$ cat src/rtl/approx_mult_pipe_if.sv
// Operand/result stream bundle for approx_mult_pipe: an operand beat channel
// and a product result channel, each with a valid/ready handshake.
interface approx_mult_pipe_if #(
  parameter int WIDTH = 8
);
  logic                 in_valid;
  logic                 in_ready;
  logic [WIDTH-1:0]     x;
  logic [WIDTH-1:0]     y;
  logic                 approx;
  logic                 out_valid;
  logic                 out_ready;
  logic [2*WIDTH-1:0]   z;
  logic                 z_approx;

  // Producer/consumer side of the stream.
  modport master (
    output in_valid, x, y, approx, out_ready,
    input  in_ready, out_valid, z, z_approx
  );

  // Multiplier side of the stream.
  modport slave (
    input  in_valid, x, y, approx, out_ready,
    output in_ready, out_valid, z, z_approx
  );
endinterface

$ cat src/rtl/approx_mult_pipe.sv
// Two-stage pipelined unsigned WIDTHxWIDTH multiplier with exact and column-truncated
// approximate modes. Define ERR_STAT_EN to add approximation-error statistics counters.
module approx_mult_pipe #(
  parameter int WIDTH = 8,
  parameter int TRUNC = 8,
  parameter int ERR_W = 32
) (
  input  logic               clk,
  input  logic               rst_n,
  approx_mult_pipe_if.slave  bus
`ifdef ERR_STAT_EN
  ,
  input  logic               stat_clr,
  output logic [ERR_W-1:0]   err_sum,
  output logic [ERR_W-1:0]   op_cnt
`endif
);

  localparam int PW = 2 * WIDTH;

  // Sum of every partial product at column >= TRUNC, plus the OR of column TRUNC-1
  // placed at weight TRUNC-1; lower columns are discarded, so the result never
  // exceeds the exact product.
  function automatic logic [PW-1:0] approx_prod(input logic [WIDTH-1:0] a,
                                                input logic [WIDTH-1:0] b);
    logic [PW-1:0] acc;
    logic          or_col;
    acc    = '0;
    or_col = 1'b0;
    for (int i = 0; i < WIDTH; i++) begin
      for (int j = 0; j < WIDTH; j++) begin
        if (i + j >= TRUNC)
          acc = acc + (PW'(a[i] & b[j]) << (i + j));
        else if (i + j == TRUNC - 1)
          or_col = or_col | (a[i] & b[j]);
      end
    end
    return acc + (PW'(or_col) << (TRUNC - 1));
  endfunction

  logic                s1_v;
  logic                s2_v;
  logic                s1_adv;
  logic                s2_adv;
  logic [WIDTH-1:0]    s1_x;
  logic [WIDTH-1:0]    s1_y;
  logic                s1_approx;
  logic [PW-1:0]       exact_next;
  logic [PW-1:0]       z_next;
  logic [PW-1:0]       z_q;
  logic                z_approx_q;

  assign s2_adv = !s2_v || bus.out_ready;
  assign s1_adv = !s1_v || s2_adv;

  assign bus.in_ready  = s1_adv;
  assign bus.out_valid = s2_v;
  assign bus.z         = z_q;
  assign bus.z_approx  = z_approx_q;

  // NOTE: every signal written here gets a default first, so no path can infer a latch.
  always_comb begin
    exact_next = PW'(s1_x) * PW'(s1_y);
    z_next     = exact_next;
    if (s1_approx)
      z_next = approx_prod(s1_x, s1_y);
  end

  // Valid bits and the visible result are reset; the pipeline advances on s1_adv/s2_adv.
  always_ff @(posedge clk) begin
    if (!rst_n) begin
      s1_v       <= 1'b0;
      s2_v       <= 1'b0;
      z_q        <= '0;
      z_approx_q <= 1'b0;
    end else begin
      if (s1_adv)
        s1_v <= bus.in_valid;
      if (s2_adv)
        s2_v <= s1_v;
      if (s2_adv && s1_v) begin
        z_q        <= z_next;
        z_approx_q <= s1_approx;
      end
    end
  end

  // NOTE: operand registers carry no reset; they load only on an accepted beat and are
  // only consumed while s1_v is set, so stale or unknown contents never reach z.
  always_ff @(posedge clk) begin
    if (s1_adv && bus.in_valid) begin
      s1_x      <= bus.x;
      s1_y      <= bus.y;
      s1_approx <= bus.approx;
    end
  end

`ifdef ERR_STAT_EN
  localparam int SUM_W = ((ERR_W > PW) ? ERR_W : PW) + 1;

  logic [PW-1:0]    exact_q;
  logic [SUM_W-1:0] err_ext;
  logic             stat_upd;

  // Exact product travels with the S2 result so the error is known on emission.
  always_ff @(posedge clk) begin
    if (s2_adv && s1_v)
      exact_q <= exact_next;
  end

  assign stat_upd = s2_v && bus.out_ready && z_approx_q;
  assign err_ext  = SUM_W'(err_sum) + SUM_W'(exact_q - z_q);

  // stat_clr takes priority over a coincident update; both counters saturate.
  always_ff @(posedge clk) begin
    if (!rst_n || stat_clr) begin
      err_sum <= '0;
      op_cnt  <= '0;
    end else if (stat_upd) begin
      if (err_ext > SUM_W'({ERR_W{1'b1}}))
        err_sum <= '1;
      else
        err_sum <= err_ext[ERR_W-1:0];
      if (op_cnt != '1)
        op_cnt <= op_cnt + 1'b1;
    end
  end
`endif

endmodule

$ cat src/flat_wrapper.sv
// flat-port wrapper written by rule: the top's interface ports become plain ports
module approx_mult_pipe_flat 
#(
  parameter int WIDTH = 8,
  parameter int TRUNC = 8,
  parameter int ERR_W = 32
)
  (clk, rst_n, bus_in_valid, bus_x, bus_y, bus_approx, bus_out_ready, bus_in_ready, bus_out_valid, bus_z, bus_z_approx);
  approx_mult_pipe_if #(.WIDTH(WIDTH)) bus_i ();
  input  logic clk;
  input  logic rst_n;
  input wire logic [$bits(bus_i.in_valid)-1:0] bus_in_valid;
  input wire logic [$bits(bus_i.x)-1:0] bus_x;
  input wire logic [$bits(bus_i.y)-1:0] bus_y;
  input wire logic [$bits(bus_i.approx)-1:0] bus_approx;
  input wire logic [$bits(bus_i.out_ready)-1:0] bus_out_ready;
  output wire logic [$bits(bus_i.in_ready)-1:0] bus_in_ready;
  output wire logic [$bits(bus_i.out_valid)-1:0] bus_out_valid;
  output wire logic [$bits(bus_i.z)-1:0] bus_z;
  output wire logic [$bits(bus_i.z_approx)-1:0] bus_z_approx;
  assign bus_i.in_valid = bus_in_valid;
  assign bus_i.x = bus_x;
  assign bus_i.y = bus_y;
  assign bus_i.approx = bus_approx;
  assign bus_i.out_ready = bus_out_ready;
  assign bus_in_ready = bus_i.in_ready;
  assign bus_out_valid = bus_i.out_valid;
  assign bus_z = bus_i.z;
  assign bus_z_approx = bus_i.z_approx;
  approx_mult_pipe #(.WIDTH(WIDTH), .TRUNC(TRUNC), .ERR_W(ERR_W)) u_core (.clk(clk), .rst_n(rst_n), .bus(bus_i));
endmodule
$ cat config.mk
export PLATFORM = sky130hd
export DESIGN_NAME = approx_mult_pipe_flat
export DESIGN_NICKNAME = d
export VERILOG_FILES = /design/src/rtl/approx_mult_pipe_if.sv /design/src/rtl/approx_mult_pipe.sv /design/src/flat_wrapper.sv
export SDC_FILE = /design/constraint.sdc
export NUM_CORES = 1
export LEC_CHECK = 0
export BUFFER_PORTS_ARGS = -buffer_cell sky130_fd_sc_hd__buf_2
export CORE_ASPECT_RATIO = 0.75
export CORE_UTILIZATION = 59
export DETAILED_ROUTE_END_ITERATION = 16
export PLACE_DENSITY = 0.78
export SLEW_MARGIN = 10
export SYNTH_ARGS = -nofsm -noshare
export SYNTH_HDL_FRONTEND = slang
export SYNTH_SLANG_ARGS = --single-unit
$ cat constraint.sdc
create_clock -name clk -period 13.3 [get_ports clk]
set_input_delay 3.99 -clock clk [delete_from_list [all_inputs] [get_ports clk]]
set_output_delay 3.99 -clock clk [all_outputs]
set_load 0.02 [all_outputs]
* After elaboration in Yosys (flattened, before gate mapping) *
Index checks and enable logic that the tools add are counted.

operators by class
  $add $sub $neg = 28
  multipliers = 1
  multiplexer cells = 37
  bitwise logic cells = 43
  reduce and logical (&&, ||, !) cells = 6

operator list
  kind                 count
  $mux W16             29
  $add A16 B16 Y16     27
  $and A1 B1 Y1        36
  $add A16 B8 Y16      1
  $mul A8 B8 Y16       1
  $mux W1              8
  $or A1 B1 Y1         7
  $logic_and A1 B1 Y1  2
  $logic_not A1 Y1     2
  $logic_or A1 B1 Y1   2

word-level totals
  flip-flop bits (word level) = 36

* Longest topological paths before layout *
  depth after elaboration = 58
  gate-level depth with buffers = 48
  depth with buffers taken out = 47

* Worst setup path after synthesis *
Ideal clock, no wire load.

  path type = reg-to-reg
  from = reg u_core.s1_x[1]
  to = reg u_core.z_q[15] (netlist: u_core.bus.z[15])
  library setup time = 0.122 ns
  arrival time = 10.414 ns
  required time = 13.178 ns
  setup slack = 2.764 ns
  stages on the path, launching flop included = 46
  clock period less this slack = 10.536 ns
  path through = edfxtp_1 > and2_1 > ha_1 > ha_1 > fa_1 > ha_1 > ha_1 > ha_1 > buf_4 > xor2_1 > ha_1 > xor2_1 > xnor2_1 > ha_1 > ha_1 > clkbuf_1 > xor2_1 > xnor2_1 > [... 10 more ...] > ha_1 > ha_1 > xnor2_1 > xnor2_2 > xnor2_1 > xnor2_1 > ha_1 > ha_1 > ha_1 > ha_1 > xor2_1 > xnor2_1 > xnor2_1 > xnor3_1 > xnor2_2 > xnor2_1 > xnor2_1 > o22ai_2

on the way
  word-level cells in the longest chain between the ends = 58
  elaborated cells between the ends (all ways) = 74
  classes of those cells = add/sub: 28; mul: 1; mux: 36; bitwise: 9

RTL lines
  what                    RTL line                RTL
  start, declared         approx_mult_pipe.sv:45  logic [WIDTH-1:0] s1_x;
  start signal, assigned  approx_mult_pipe.sv:92  s1_x <= bus.x;
  $and A1 B1 Y1           approx_mult_pipe.sv:33  acc = acc + (PW'(a[i] & b[j]) << (i + j));
  $mux W16                approx_mult_pipe.sv:65  if (s1_approx)
  $add A16 B16 Y16        approx_mult_pipe.sv:33
  $mux W16                approx_mult_pipe.sv:65
  $add A16 B16 Y16        approx_mult_pipe.sv:33
  $mux W16                approx_mult_pipe.sv:65
  $add A16 B16 Y16        approx_mult_pipe.sv:33
  $mux W16                approx_mult_pipe.sv:65
  [... 42 more ...]       --
  $add A16 B16 Y16        approx_mult_pipe.sv:33
  $mux W16                approx_mult_pipe.sv:65
  $add A16 B16 Y16        approx_mult_pipe.sv:33
  $mux W16                approx_mult_pipe.sv:65
  $add A16 B16 Y16        approx_mult_pipe.sv:33
  $mux W16                approx_mult_pipe.sv:65
  $add A16 B8 Y16         approx_mult_pipe.sv:38  return acc + (PW'(or_col) << (TRUNC - 1));
  $mux W16 *              approx_mult_pipe.sv:65
  end signal, assigned    approx_mult_pipe.sv:82  z_q <= z_next;
  end, declared           approx_mult_pipe.sv:50  logic [PW-1:0] z_q;

Mark *: on every way between the ends. The rest lies on a longest branch, timed or not. The select of a mux whose other input is x is not followed.
A chain may end at the register's enable or synchronous reset.

* Worst setup path in the final report *
Ends and elaborated chain as after synthesis.

==> impl_metrics.toml <==
[die]
core_mm2 = 0.009309
chipHeight_um = 87.93
io_pins = 40
start_util = 0.6239
die_x_um = 116.6
die-area_mm2 = 0.01025
row_count = 30

[timing]
finalHoldViolations = 0
finalCritPeriodShare = 0.8660
fin_skew_ns = 0.004352
fin_setup_tns_ns = 0
drv_slew = 0
slew_headroom = 0.4585
period_minus_slack_ns = 11.52
worst_pin_slew_ns = 0.8122
rsz0062_at_grt = "false"
max_freq_ghz = 0.08682
setup_viol = 0

[logic_synthesis]
synthCells = 671
synth_cell_types = 65
synth_nets = 816
yosys_register_bits = 36
synth-edff-count = 17
syn_area_per_cell_um2 = 8.656
ys_warn_count = 0
synth.largest_area_cell = "ha_1"
ys_seq_area_frac = 0.1534
async_reset_ff_frac = 0
syn-cell-area_mm2 = 0.005808
ys.flop_type = "dfxtp_1"
yosys-top-cells-area = "ha_1, fa_1, edfxtp_1"
synth_top_area_frac = 0.1874

[setup_path]
timing_worst_setup_path_type = "reg2reg"
critical_path.startpoint = "u_core.s1_x[1]$_DFFE_PP_"
end_kind = "flop"
cp-endpoint = "u_core.bus.z[15]$_SDFFE_PN0P_"
cp_common_cell = "ha_1"
reg2regPathDepth = 45
slowest_stage = "xnor2_1"
r2r_end = "u_core.bus.z[15]$_SDFFE_PN0P_"
startpoint_type = "flop"
r2r-start = "u_core.s1_x[1]$_DFFE_PP_"
cp.arrival_ns = 11.67
max_stage_delay_ns = 0.56
crit_required_ns = 13.45
r2r_slack_ns = 1.78
path_max_fanout = 9

[clock_network]
cts_resized = 0
cts_hold_repair.buffers = 0
post_cts_buffers = 0
tritoncts = "yes"
h-tree-depth = 2
cts_buffers = 5
clockBufferDepth = 2
clkSlewWorstSetupHoldPaths_ns = 0.06
clk_latency_ns = 0.28
cts_sinks = 36
cts_root_buffer = "clkbuf_16"

[grt]
grt_overflow = 0
antenna_found_initial = 0
grt_max_degree = 27
track_usage = 0.2713
grt_pass1_vias = 4634
grt_pass1_wl_um = 21610

[power]
fin_total_pwr_mw = 0.8496
p_int_mw = 0.4519
leakagePower_nw = 3.069
switchingPower_mw = 0.3977
p_clk_frac = 0.140
power_switching_share = 0.4681
power_density_mw_per_mm2 = 135.8
ir_drop_v = 0.0001236
seqPwrFrac = 0.160
power_frac_comb = 0.700

[routing]
drt_iter0_markers = 248
finalWirelength_um = 12820
drc = 0
ant_nets = 0
wl_per_cell_um = 15.39
drt-pass1-iter-count = 4
via_per_inst = 5.688
vias = 4738

[final_layout]
syn2layout_area_growth_pct = 7.734
final_cell_mix = "inv_1, ha_1, nand2_1"
nFillCells = 779
antenna_cells = 0
multi_input_area_mm2 = 0.004508
fin_area_mm2 = 0.006257
layout.nets = 849
final_common_cell = "inv_1"
drive_gt1_frac = 0.1007
seqCellArea_um2 = 890.9

[placed_design]
place_area_mm2 = 0.006107
hpwlAfterDp_um = 10530
routabilityCongestion = 0.8572
portBuffers = 39

[run]
maxCapViolations = 0

[outcome]
status = "finished, final reports clean"

[hold_path]
worstHoldPathType = "reg2reg"
worst min path at each step:
stage	end	start	depth (start not counted)
3_3_place_gp	u_core.bus.z[3]$_SDFFE_PN0P_	u_core.bus.z[3]$_SDFFE_PN0P_	2
6_report	u_core.bus.z[4]$_SDFFE_PN0P_	u_core.bus.z[4]$_SDFFE_PN0P_	2
4_1_cts	u_core.bus.z[4]$_SDFFE_PN0P_	u_core.bus.z[4]$_SDFFE_PN0P_	2
2_1_floorplan	u_core.bus.out_valid$_SDFFE_PN0P_	u_core.s1_v$_SDFFE_PN0N_	2
5_1_grt	u_core.bus.z[2]$_SDFFE_PN0P_	u_core.bus.z[2]$_SDFFE_PN0P_	2
3_5_place_dp	u_core.bus.z[4]$_SDFFE_PN0P_	u_core.bus.z[4]$_SDFFE_PN0P_	2
critical path: cells and delay by family, from the launching register on:
kind / cells / cell delay (ns)
xor gates and xnor gates: 20 / 4.69
AOI/OAI and AO/OA: 2 / 0.29
buffers and inverters: 2 / 0.15
and+or+nand+nor: 3 / 0.63
DFF: 1 / 0.47
adders and majority gates: 18 / 5.14
synthesized netlist by cell type, drive strengths merged (3+ instances only):
master,number
a21bo,3
a21o,4
a21oi,37
a32oi,3
and2,43
and3,4
clkbuf,12
dfxtp,19
edfxtp,17
fa,37
ha,87
inv,91
mux2i,7
nand2,64
nand2b,8
nand3,16
nand3b,7
nand4,5
nor2,28
nor2b,5
nor3,11
nor3b,4
nor4,5
nor4b,3
o211ai,10
o21a,4
o21ai,24
o21bai,7
o221ai,3
or3,4
xnor2,50
xor2,19
registers in the layout (all words and copies together), names as in the netlist:
| name | flops |
|---|---|
| u_core.bus.z | 16 |
| u_core.s1_x | 8 |
| u_core.s1_approx | 1 |
| u_core.s1_v | 1 |
| u_core.bus.out_valid | 1 |
| u_core.s1_y | 8 |
| u_core.bus.z_approx | 1 |
per-stage QoR:
| stage | utilization | cells | worst slack, ns | hold WS (ns) |
|---|---|---|---|---|
| after CTS | 0.6722 | 833 | 1.819 | 0.4520 |
| after global routing | 0.6722 | 833 | 0.9575 | 0.4820 |
| final | 0.6722 | 833 | 1.782 | 0.4536 |
| after global placement | 0.6560 | 825 | 2.317 | 0.4357 |
| after detailed placement | 0.6560 | 825 | 1.937 | 0.4444 |
| after floorplan | - | 671 | 2.764 | 0.4960 |
power by group through the flow:
| stage | combinational, mW | clock (mW) | sequential (mW) |
|---|---|---|---|
| final | 0.595 | 0.119 | 0.136 |
| after global routing | 0.677 | 0.124 | 0.137 |
| after CTS | 0.594 | 0.120 | 0.135 |
| after detailed placement | 0.583 | 0 | 0.137 |
| after global placement | 0.566 | 0 | 0.137 |
| after floorplan | 0.455 | 0 | 0.140 |
kinds of logic after synthesis:
group,synth area share
simple gates,0.1911
fa+ha+maj,0.3149
compound gates,0.1336
buf+inv,0.07044
xor+xnor,0.1176
flops,0.1534
mux,0.01896
area by class of cell:
class,count,area share
multi-input cells,529,0.7205
clock buffers,7,0.02280
repair buffers,40,0.03239
inverters,92,0.05519
flip-flops and latches,36,0.1424
clock inverters,1,0.001200
well taps,128,0.02559
layer usage:
metal | wire length [µm] | GRT usage | up-vias
met5 | 0 | 0 | -
met4 | 107 | 0.03682 | 0
met3 | 889 | 0.06436 | 13
met2 | 5619 | 0.4459 | 127
met1 | 6202 | 0.3727 | 2240
li1 | - | - | 2358
(Power assumes the default switching activity.)
